--- src/rtl/reset_sequencer.sv ---
// Staged release of NUM_DOMAINS downstream resets in ascending order after system reset.
// Each domain is released, its ready is awaited with a timeout, then a stagger gap elapses.
module reset_sequencer #(
    parameter int unsigned NUM_DOMAINS    = 4,
    parameter int unsigned HOLD_CYCLES    = 16,
    parameter int unsigned STAGGER_CYCLES = 8,
    parameter int unsigned TIMEOUT_CYCLES = 255,
    parameter int unsigned CNT_WIDTH      = 8,
    localparam int unsigned IDX_WIDTH     = (NUM_DOMAINS > 1) ? $clog2(NUM_DOMAINS) : 1
) (
    input  logic                   target_clk,
    input  logic                   target_rst_n,
    input  logic                   sw_rst_req,
    input  logic [NUM_DOMAINS-1:0] domain_ready,
    output logic [NUM_DOMAINS-1:0] domain_rst_n,
    output logic                   seq_busy,
    output logic                   seq_done,
    output logic                   seq_error,
    output logic [IDX_WIDTH-1:0]   err_domain
);

    typedef enum logic [2:0] {
        StHold,
        StWaitReady,
        StStagger,
        StDone,
        StError
    } state_e;

    localparam logic [CNT_WIDTH-1:0] HoldLast    = CNT_WIDTH'(HOLD_CYCLES - 1);
    localparam logic [CNT_WIDTH-1:0] StaggerLast = CNT_WIDTH'(STAGGER_CYCLES - 1);
    localparam logic [CNT_WIDTH-1:0] TimeoutLast = CNT_WIDTH'(TIMEOUT_CYCLES - 1);
    localparam logic [IDX_WIDTH-1:0] LastIdx     = IDX_WIDTH'(NUM_DOMAINS - 1);

    state_e                 state_q, state_d;
    logic [CNT_WIDTH-1:0]   cnt_q, cnt_d;
    logic [IDX_WIDTH-1:0]   idx_q, idx_d;
    logic [NUM_DOMAINS-1:0] rst_q, rst_d;
    logic                   busy_q, busy_d;
    logic                   done_q, done_d;
    logic                   error_q, error_d;
    logic [IDX_WIDTH-1:0]   err_idx_q, err_idx_d;
    logic [IDX_WIDTH-1:0]   lowest_lost;

    // Lowest-index domain whose ready has dropped; scanned high to low so the lowest wins.
    always_comb begin
        lowest_lost = '0;
        for (int i = NUM_DOMAINS - 1; i >= 0; i--) begin
            if (!domain_ready[i]) begin
                lowest_lost = IDX_WIDTH'(i);
            end
        end
    end

    always_comb begin
        state_d   = state_q;
        cnt_d     = cnt_q;
        idx_d     = idx_q;
        rst_d     = rst_q;
        err_idx_d = err_idx_q;

        if (sw_rst_req) begin
            state_d   = StHold;
            cnt_d     = '0;
            idx_d     = '0;
            rst_d     = '0;
            err_idx_d = '0;
        end else begin
            unique case (state_q)
                StHold: begin
                    if (cnt_q == HoldLast) begin
                        rst_d    = '0;
                        rst_d[0] = 1'b1;
                        cnt_d    = '0;
                        idx_d    = '0;
                        state_d  = StWaitReady;
                    end else begin
                        cnt_d = cnt_q + 1'b1;
                    end
                end
                StWaitReady: begin
                    if (domain_ready[idx_q]) begin
                        cnt_d   = '0;
                        state_d = (idx_q == LastIdx) ? StDone : StStagger;
                    end else if (cnt_q == TimeoutLast) begin
                        state_d   = StError;
                        err_idx_d = idx_q;
                        rst_d     = '0;
                    end else begin
                        cnt_d = cnt_q + 1'b1;
                    end
                end
                StStagger: begin
                    if (cnt_q == StaggerLast) begin
                        idx_d   = idx_q + 1'b1;
                        // Released domains form a thermometer code, so one shift releases idx+1.
                        rst_d   = (rst_q << 1) | NUM_DOMAINS'(1);
                        cnt_d   = '0;
                        state_d = StWaitReady;
                    end else begin
                        cnt_d = cnt_q + 1'b1;
                    end
                end
                StDone: begin
                    if (!(&domain_ready)) begin
                        state_d   = StError;
                        err_idx_d = lowest_lost;
                        rst_d     = '0;
                    end
                end
                StError: begin
                    rst_d = '0;
                end
                default: begin
                    state_d   = StHold;
                    cnt_d     = '0;
                    idx_d     = '0;
                    rst_d     = '0;
                    err_idx_d = '0;
                end
            endcase
        end

        busy_d  = (state_d == StHold) || (state_d == StWaitReady) || (state_d == StStagger);
        done_d  = (state_d == StDone);
        error_d = (state_d == StError);
    end

    always_ff @(posedge target_clk or negedge target_rst_n) begin
        if (!target_rst_n) begin
            state_q   <= StHold;
            cnt_q     <= '0;
            idx_q     <= '0;
            rst_q     <= '0;
            busy_q    <= 1'b1;
            done_q    <= 1'b0;
            error_q   <= 1'b0;
            err_idx_q <= '0;
        end else begin
            state_q   <= state_d;
            cnt_q     <= cnt_d;
            idx_q     <= idx_d;
            rst_q     <= rst_d;
            busy_q    <= busy_d;
            done_q    <= done_d;
            error_q   <= error_d;
            err_idx_q <= err_idx_d;
        end
    end

    assign domain_rst_n = rst_q;
    assign seq_busy     = busy_q;
    assign seq_done     = done_q;
    assign seq_error    = error_q;
    assign err_domain   = err_idx_q;

endmodule

--- config.mk ---
export PLATFORM = sky130hd
export DESIGN_NAME = reset_sequencer
export DESIGN_NICKNAME = d
export VERILOG_FILES = /design/src/rtl/reset_sequencer.sv
export SDC_FILE = /design/constraint.sdc
export NUM_CORES = 1
export LEC_CHECK = 0
export ABC_AREA = 0
export CAP_MARGIN = 5
export CORE_UTILIZATION = 30
export DETAILED_ROUTE_END_ITERATION = 8
export GPL_TIMING_DRIVEN = 0
export MAX_ROUTING_LAYER = met4
export PLACE_DENSITY = 0.55
export SLEW_MARGIN = 5
export SYNTH_ARGS = -nofsm -noshare
export SYNTH_HDL_FRONTEND = slang
export SYNTH_SLANG_ARGS = --single-unit
--- constraint.sdc ---
create_clock -name target_clk -period 1.8 [get_ports target_clk]
set_input_delay 0.36 -clock target_clk [delete_from_list [all_inputs] [get_ports target_clk]]
set_output_delay 0.36 -clock target_clk [all_outputs]
set_load 0.02 [all_outputs]
After elaboration in Yosys (flattened, before gate mapping)
Cells that the tools add are included.
- flip-flop bits (word level): 22
- bits in latches: 0
- bits in writable memories: 0
- bits in read-only memories: 0
- bits of input ports: 7
- output and inout bits: 9
- logic and storage cells: 80
- memories kept: 0
- add/sub/neg operators: 2
- multiply operators: 0
- divide/modulo/power cells: 0
- $lt $le $gt $ge: 1
- equal/unequal tests: 21
- shift-type cells: 0
- muxes and demuxes: 36
- bitwise operators: 0
- reductions and logical operators: 12
- operators with widths (kind ; number):
    $mux W8 ; 5
    $pmux W8 S4 ; 1
    $mux W4 ; 6
    $mux W2 ; 11
    $mux W3 ; 6
    $pmux W4 S4 ; 1
    $ne A3 B3 Y1 const B ; 5
    $pmux W3 S5 ; 1
    $eq A3 B2 Y1 const B ; 4
    $pmux W2 S3 ; 2
    $add A8 B1 Y8 const B ; 1
    $eq A8 B3 Y1 const B ; 1
    $eq A8 B4 Y1 const B ; 1
    $eq A8 B8 Y1 const B ; 1
    $reduce_and A4 Y1 ; 2
    $eq A3 B1 Y1 const B ; 2
    $eq A3 B3 Y1 const B ; 2
    $logic_not A3 Y1 ; 2
    $ne A2 B1 Y1 const B ; 3
    $reduce_or A3 Y1 ; 2
    $reduce_and A5 Y1 ; 1
    $ne A4 B4 Y1 const B ; 1
    $lt A2 B3 Y1 const B ; 1
    $reduce_and A3 Y1 ; 1
    7 further kinds ; 9

Longest topological paths before layout
Gate-level depths: netlist of the first run.
- word-level depth: 8
- mapped depth: 8
- depth with buffers taken out: 7

Worst setup path before layout of the first run
No wires, ideal clock.
- kind: register to register
- start: reg idx_q[0]
- end: reg cnt_q[3]
- setup time: 0.126 ns
- data arrival time: 1.785 ns
- data required time: 1.674 ns
- path slack: -0.111 ns
- stages on the path, launching flop included: 6
- path buffers: 1
- clock period less this slack: 1.911 ns
- cell sequence: dfrtp_1 buf_6 mux4_2 o32ai_4 nor2_2 a221o_1
- word-level cells in the longest chain between the ends: 5
- elaborated cells on any way between the ends: 7
- those cells by class: eq/ne: 1; mux: 5; reduce/logical: 1
- RTL lines (what ; RTL line ; source):
    start: declaration ; 37 ; logic [IDX_WIDTH-1:0] idx_q, idx_d;
    start signal: assignment ; 142 ; idx_q <= idx_d;
    $bmux W1 S2 (*) ; 82 ; if (domain_ready[idx_q]) begin
    $mux W1 (not written as such) (*) ; 82 ;
    $mux W8 ; 82 ;
    $pmux W8 S4 ; 69 ; unique case (state_q)
    $mux W8 ; 62 ; if (sw_rst_req) begin
    end signal: assignment ; 141 ; cnt_q <= cnt_d;
    end: declaration ; 36 ; logic [CNT_WIDTH-1:0] cnt_q, cnt_d;
Mark *: on every way between the ends. The rest lies on a longest branch, timed or not. The select of a mux whose other input is x is not followed.
A chain may end at the register's enable or synchronous reset.

Worst setup path after layout of the first run
- start: reg idx_q[0]
- end: reg err_idx_q[1], in the netlist err_domain[1]
- word-level cells in the longest chain between the ends: 4
- RTL lines (what ; RTL line ; source):
    $bmux W1 S2 ; 82 ;
    $mux W1 (not written as such) ; 82 ;
    $ne A3 B3 Y1 (no source line) ; - ;
    $reduce_and A4 Y1 (no source line) ; - ;
    end signal: assignment ; 147 ; err_idx_q <= err_idx_d;
    end: declaration ; 42 ; logic [IDX_WIDTH-1:0] err_idx_q, err_idx_d;
No other way between the ends. The select of a mux whose other input is x is not followed.

==> impl_results.md, run 1 <==
* Status: finished with violations
* Failing checks: setup timing
* Vias in the first global route at 1378
* Internal power at 1.01 mW
* Yosys reg bits at 22
* WL final at 3990 µm
* Post-synth net total at 170
* Cell taking the most area after synthesis: dfrtp_1
* WL/cell at 15.6 µm
* Power share of the sequential group at 0.399
* Worst relative slew slack at 0.325
* Clock net sink count at 22
* Post-route minimum period at 1.92 ns
* Setup CP Type: reg -> reg
* Top-level port count at 16
* # port buffers at 14
* Worst skew pair latency at 0.28 ns
* Via count at 1383
* DRC viols at 0
* Largest net degree at the start of global routing at 23
* Num CTS Buffers at 3
* Setup_tns at -0.986 ns
* CTS root buffer: clkbuf_8
* RSZ-0062 raised after global routing: true
* Die height at 71.9 µm
* Vias per inst at 5.40
* GR Overflow Total at 0
* Synth top cells by count: dfrtp_1, nand2_1, nor2_1
* Synth-to-layout area growth at 37.1%
* ANT nets after route at 0
* Max_cap viols at 0
* CTS max path bufs at 2
* Critical path required time at 1.97 ns
* Critical path peak fanout at 7
* Gpl congestion at 0.920
* CTS tree: built
* WP data arrival at 2.09 ns
* Final WS setup at -0.119 ns
* Synthesized instance count at 160
* Startpoint types: flip-flop
* VDD IR-drop max at 0.546 mV
* Die area at 5170 µm²
* ANT cells at 0
* Clock power frac at 0.324
* Pwr dens at 733 nW/µm²
* Max-slew violations at 0
* Switching Fraction at 0.314
* Final hold viol count at 0
* Synth unique cells at 51
* Max Fclk at 0.521 GHz
* Psw at 0.463 mW
* Initial antenna violation count at 0
* Design Area, Final at 2010 µm²
* HPWL after DPL at 2720 µm
* Share of layout cells above drive strength 1 at 0.354
* Comb pwr share at 0.277
* Cell area after synthesis at 1470 µm²
* Cts hold-fix bufs at 0
* Ys flop type: dfrtp_1
* Fillers at 461
* Worst setup EP type: flip-flop
* TritonRoute pass-1 iters at 4
* Skew final at 0.0123 ns
* Core area at 4720 µm²
* Lkg Pwr at 0.827 nW
* Rows at 25
* Multi-input gate area at 980 µm²
* Hold/Removal Path Class: in -> reg
* Reg area at 557 µm²
* Seq/Total Area, Yosys at 0.377
* Total track usage at 0.174
* Starting Density at 0.310
* Initial DRC count at 62
* Global-route wire length before repair at 6710 µm
* Cell with the most instances after synthesis: dfrtp_1
* Avg Cell Area, Syn at 9.16 µm²
* Post-synthesis async set-or-reset flop share at 1.00
* Die X at 71.9 µm
* Clk pin slew, worst setup/hold paths at 0.09 ns
* Worst-margin pin slew at 1.01 ns
* Final setup vio count at 15
* DP Area at 1690 µm²
* Number of synthesized flops with an enable pin at 0
* Synth area leaders: dfrtp_1, nand2_1, nor2_1, a21oi_1, o21ai_0
* H-tree levels at 1
* Final worst-path cycle share at 1.07
* Post-synth top area share at 0.359
* Yosys Warn Count at 0
* Nets at 200
-- power by group through the flow --
stage	registers, mW	clock network [mW]	logic, mW
after global placement	0.590	0	0.327
after global routing	0.594	0.507	0.460
final	0.587	0.477	0.408
after detailed placement	0.593	0	0.339
after floorplan	0.584	0	0.241
after CTS	0.586	0.485	0.369
-- registers in the layout (all words and copies together) (netlist names) --
signal / count
cnt_q: 8
domain_rst_n: 4
state_q: 3
err_domain: 2
idx_q: 2
seq_busy: 1
seq_done: 1
seq_error: 1
-- cell usage in the layout, fill, tap and decap left out, drive strengths merged, types with 3 or more instances in the layout --
master / netlist / routed
o21a: 3 / 3
a22o: 5 / 5
dfrtp: 21 / 21
inv: 5 / 5
clkdlybuf4s50: 0 / 10
a21oi: 8 / 8
a21o: 3 / 3
and2: 3 / 3
ha: 3 / 3
nand3: 7 / 7
nor3b: 5 / 5
buf: 5 / 17
nor2: 13 / 13
mux2: 3 / 3
nand2: 16 / 16
nand4: 5 / 5
nor3: 5 / 5
o21ai: 8 / 8
clkbuf: 5 / 7
o31ai: 5 / 5
dlygate4sd2: 0 / 4
-- critical path, stage by stage, from the launching register on --
cell     delay, ns
dfrtp_1       0.39
mux4_2        0.64
or2_1         0.28
a31o_2        0.21
a221o_1       0.29
-- layout make-up --
cell class,instances,share of cell area
multi-input combinational,123,0.488
sequential,22,0.277
timing repair buffer,26,0.120
tap,67,0.0417
buffer,9,0.0274
clock buffer,3,0.0205
clock inverter,1,0.0149
inverter,5,0.0106
-- path summary, 6_finish.rpt --
check | start | to | slack [ns] | cells after the start
worst min-delay path | sw_rst_req | idx_q[0] | 0.43 | 2
min in group asynchronous | target_rst_n | seq_error | 0.63 | 1
worst min register to register | domain_rst_n[3] | domain_rst_n[3] | 0.55 | 2
max in group asynchronous | target_rst_n | cnt_q[6] | 0.48 | 1
worst max register to register | idx_q[0] | err_domain[1] | -0.12 | 4
worst max-delay path | idx_q[0] | err_domain[1] | -0.12 | 4
-- through the flow --
step | total power, mW | utilization | hold slack [ns] | setup slack (ns) | std cells
after detailed placement | 0.932 | 0.358 | 0.522 | -0.637 | 241
after CTS | 1.44 | 0.393 | 0.411 | -0.137 | 250
final | 1.47 | 0.425 | 0.433 | -0.119 | 256
after floorplan | 0.825 | - | 0.0644 | -0.0498 | 160
after global routing | 1.56 | 0.425 | 0.459 | -0.201 | 256
after global placement | 0.917 | 0.358 | 0.512 | -0.652 | 241
-- routing by layer --
layer	global-route usage	share of wire
met5	-	0
met4	0.0741	0.023
met3	0.0408	0.038
met2	0.275	0.51
met1	0.214	0.43
-- kinds of logic (layout without fill, tap and decap cells) --
logic type,after synthesis,in the layout,synth area share
mux,5,5,0.0453
fa+ha+maj,3,3,0.0256
simple gates,70,70,0.265
compound gates,43,43,0.227
xor+xnor,2,2,0.0120
flops,22,22,0.377
buf+inv,15,44,0.0487
-- what timing repair did --
action	4_1_cts	5_1_grt
pin swaps	6	13
resized for setup	21	36
setup endpoints to repair	22	21
setup buffers	5	7
Power figures use the tool's default switching activity.
==> inputs of run 2 (changes only) <==
--- a/config.mk
+++ b/config.mk
@@ -6,12 +6,13 @@
 export NUM_CORES = 1
 export LEC_CHECK = 0
 export ABC_AREA = 0
+export ABC_CLOCK_PERIOD_IN_PS = 1800
 export CAP_MARGIN = 5
-export CORE_UTILIZATION = 30
+export CORE_UTILIZATION = 26
 export DETAILED_ROUTE_END_ITERATION = 8
 export GPL_TIMING_DRIVEN = 0
 export MAX_ROUTING_LAYER = met4
-export PLACE_DENSITY = 0.55
+export PLACE_DENSITY = 0.49
 export SLEW_MARGIN = 5
 export SYNTH_ARGS = -nofsm -noshare
 export SYNTH_HDL_FRONTEND = slang
==> run 2 against run 1 <==
  * The run still ends with setup timing left
  * Utilization shrank 4.6 points
  * Hold slack gained 0.013 ns
  * Clock skew shrank 0.0052 ns
  * Critical path type unchanged
==> impl_results.md, run 2 (same netlist as run 1, synthesis figures left out) <==
* Met1 usage at 0.183 (was 0.214)
* Nets at 201 (was 200)
* Skew final at 0.00707 ns (was 0.0123 ns)
* Met2 Use GR at 0.246 (was 0.275)
* Synth-to-layout area growth at 36.6% (was 37.1%)
* Largest register FFs at 8 (unchanged)
* Worst reg2reg path endpoint: cnt_q[3] (was err_domain[1])
* Hold/Removal Path Class: in -> reg (unchanged)
* Slowest-stage cell, CP: mux4_2 (unchanged)
* Top-level port count at 16 (unchanged)
* Initial antenna violation count at 0 (unchanged)
* Num CTS Buffers at 3 (unchanged)
* CTS tree: built (unchanged)
* Fillers at 552 (was 461)
* Critical path, cell by cell: mux4_2 > o32ai_4 > nor2_4 > a221o_1 (was mux4_2 > or2_1 > a31o_2 > a221o_1)
* Setup CP Type: reg -> reg (unchanged)
* Grt met3 use at 0.0298 (was 0.0408)
* Worst skew pair latency at 0.27 ns (was 0.28 ns)
* Post-route minimum period at 1.95 ns (was 1.92 ns)
* Failing checks: setup timing (unchanged)
* Die height at 77.1 µm (was 71.9 µm)
* Top Usage Layer GRT: met2 (unchanged)
* Reg2reg start: idx_q[0] (unchanged)
* Die X at 77.1 µm (was 71.9 µm)
* Max_cap viols at 0 (unchanged)
* Clk pin slew, worst setup/hold paths at 0.08 ns (was 0.09 ns)
* Lkg Pwr at 0.836 nW (was 0.827 nW)
* Gpl congestion at 0.827 (was 0.920)
* Hold path startpoint: sw_rst_req (unchanged)
* Largest net degree at the start of global routing at 23 (unchanged)
* Share of layout cells above drive strength 1 at 0.326 (was 0.354)
* HPWL after DPL at 2790 µm (was 2720 µm)
* Worst-margin pin slew at 1.04 ns (was 1.01 ns)
* Post-layout util at 0.380 (was 0.425)
* Via count at 1376 (was 1383)
* Critical path required time at 1.96 ns (was 1.97 ns)
* Status: finished with violations (unchanged)
* Final hold viol count at 0 (unchanged)
* R2R setup slack at -0.15 ns (was -0.12 ns)
* TritonRoute pass-1 iters at 4 (unchanged)
* Initial DRC count at 89 (was 62)
* Filler-free cell count of the finished design at 260 (was 256)
* Reg2reg path depth at 4 (unchanged)
* DRC viols at 0 (unchanged)
* Hold-critical path depth at 2 (unchanged)
* Cts hold-fix bufs at 0 (unchanged)
* Final setup vio count at 17 (was 15)
* Max stage delay on crit path at 0.64 ns (about the same)
* Starting Density at 0.278 (was 0.310)
* Rows at 26 (was 25)
* WL/cell at 16.0 µm (was 15.6 µm)
* H-tree levels at 1 (unchanged)
* Die area at 5940 µm² (was 5170 µm²)
* Total track usage at 0.150 (was 0.174)
* Critical path peak fanout at 6 (was 7)
* Max-slew violations at 0 (unchanged)
* Dpl cells at 244 (was 241)
* CTS max path bufs at 2 (unchanged)
* Vias in the first global route at 1355 (was 1378)
* VDD IR-drop max at 0.385 mV (was 0.546 mV)
* Worst setup EP type: flip-flop (unchanged)
* WL final at 4170 µm (was 3990 µm)
* WP data arrival at 2.10 ns (was 2.09 ns)
* Startpoint types: flip-flop (unchanged)
* ANT cells at 0 (unchanged)
* Worst relative slew slack at 0.305 (was 0.325)
* RSZ-0062 raised after global routing: true (unchanged)
* Core area at 5270 µm² (was 4720 µm²)
* Max Fclk at 0.513 GHz (was 0.521 GHz)
* Pwr dens at 746 nW/µm² (was 733 nW/µm²)
* GR Overflow Total at 0 (unchanged)
* Hold Path End: idx_q[0] (unchanged)
* # port buffers at 14 (unchanged)
* Commonest non-fill, non-tap cell in the layout: dfrtp_1 (unchanged)
* CTS root buffer: clkbuf_8 (unchanged)
* Clock net sink count at 22 (unchanged)
* Global-route wire length before repair at 6700 µm (was 6710 µm)
* Top reg by flops: cnt_q (unchanged)
* ANT nets after route at 0 (unchanged)
* Vias per inst at 5.29 (was 5.40)
* Final WS setup at -0.149 ns (was -0.119 ns)
* Final worst-path cycle share at 1.08 (was 1.07)
* Most frequent cells in the layout: dfrtp_1, nand2_1, buf_4 (unchanged)
==> run 2: how the worst max path moves through the flow <==
stage,start,slack [ns],endpoint
6_report,idx_q[0],-0.15,cnt_q[3]
3_3_place_gp,domain_ready[0],-0.67,err_domain[0]
3_5_place_dp,domain_ready[0],-0.67,err_domain[0]
2_1_floorplan,idx_q[0],-0.05,cnt_q[3]
4_1_cts,idx_q[0],-0.15,cnt_q[3]
5_1_grt,idx_q[0],-0.22,cnt_q[6]
==> run 2: power breakdown <==
| group | switching [mW] | internal, mW | total, mW |
|---|---|---|---|
| Sequential | 0.0513 | 0.538 | 0.589 |
| Clock | 0.181 | 0.298 | 0.479 |
| Combinational | 0.239 | 0.187 | 0.426 |
| Total | 0.471 | 1.02 | 1.49 |
==> run 2: area by class of cell <==
cell class,count,area (µm²),area share
repair buffers,27,253,0.126
flip-flops and latches,22,556,0.278
inverters,5,18.8,0.00938
clock buffers,3,41.3,0.0206
multi-input cells,123,958,0.479
plain buffers,9,57.6,0.0287
well taps,70,87.6,0.0438
clock inverters,1,30.0,0.0150
==> run 2: worst max-delay path, delay by kind of cell, from the launching register on <==
family | cells | cell delay [ns]
flops | 1 | 0.40
simple gates | 1 | 0.08
mux | 1 | 0.64
compound gates | 2 | 0.72
==> run 2: layer usage <==
layer,up-vias,routed length [µm]
met5,-,0
met4,0,63
met3,7,169
met2,27,2010
met1,685,1930
li1,657,-
==> run 2: repair_timing <==
| action | CTS | global route |
|---|---|---|
| endpoints found under the setup margin | 22 | 21 |
| resized for setup | 27 | 24 |
| cloned | 1 | 0 |
| setup buffers | 9 | 3 |
| pin swaps | 8 | 5 |
==> run 2: through the flow <==
stage | TNS [ns] | instance area (µm²) | hold WS (ns) | setup slack (ns) | power [mW]
finish | -1.46 | 2000 | 0.446 | -0.149 | 1.49
global route | -2.87 | 2000 | 0.460 | -0.223 | 1.58
CTS | -1.68 | 1940 | 0.426 | -0.155 | 1.45
detailed placement | -10.53 | 1690 | 0.521 | -0.675 | 0.935
global placement | -10.18 | 1690 | 0.515 | -0.665 | 0.920
floorplan | -0.177 | 1470 | 0.0644 | -0.0498 | 0.825
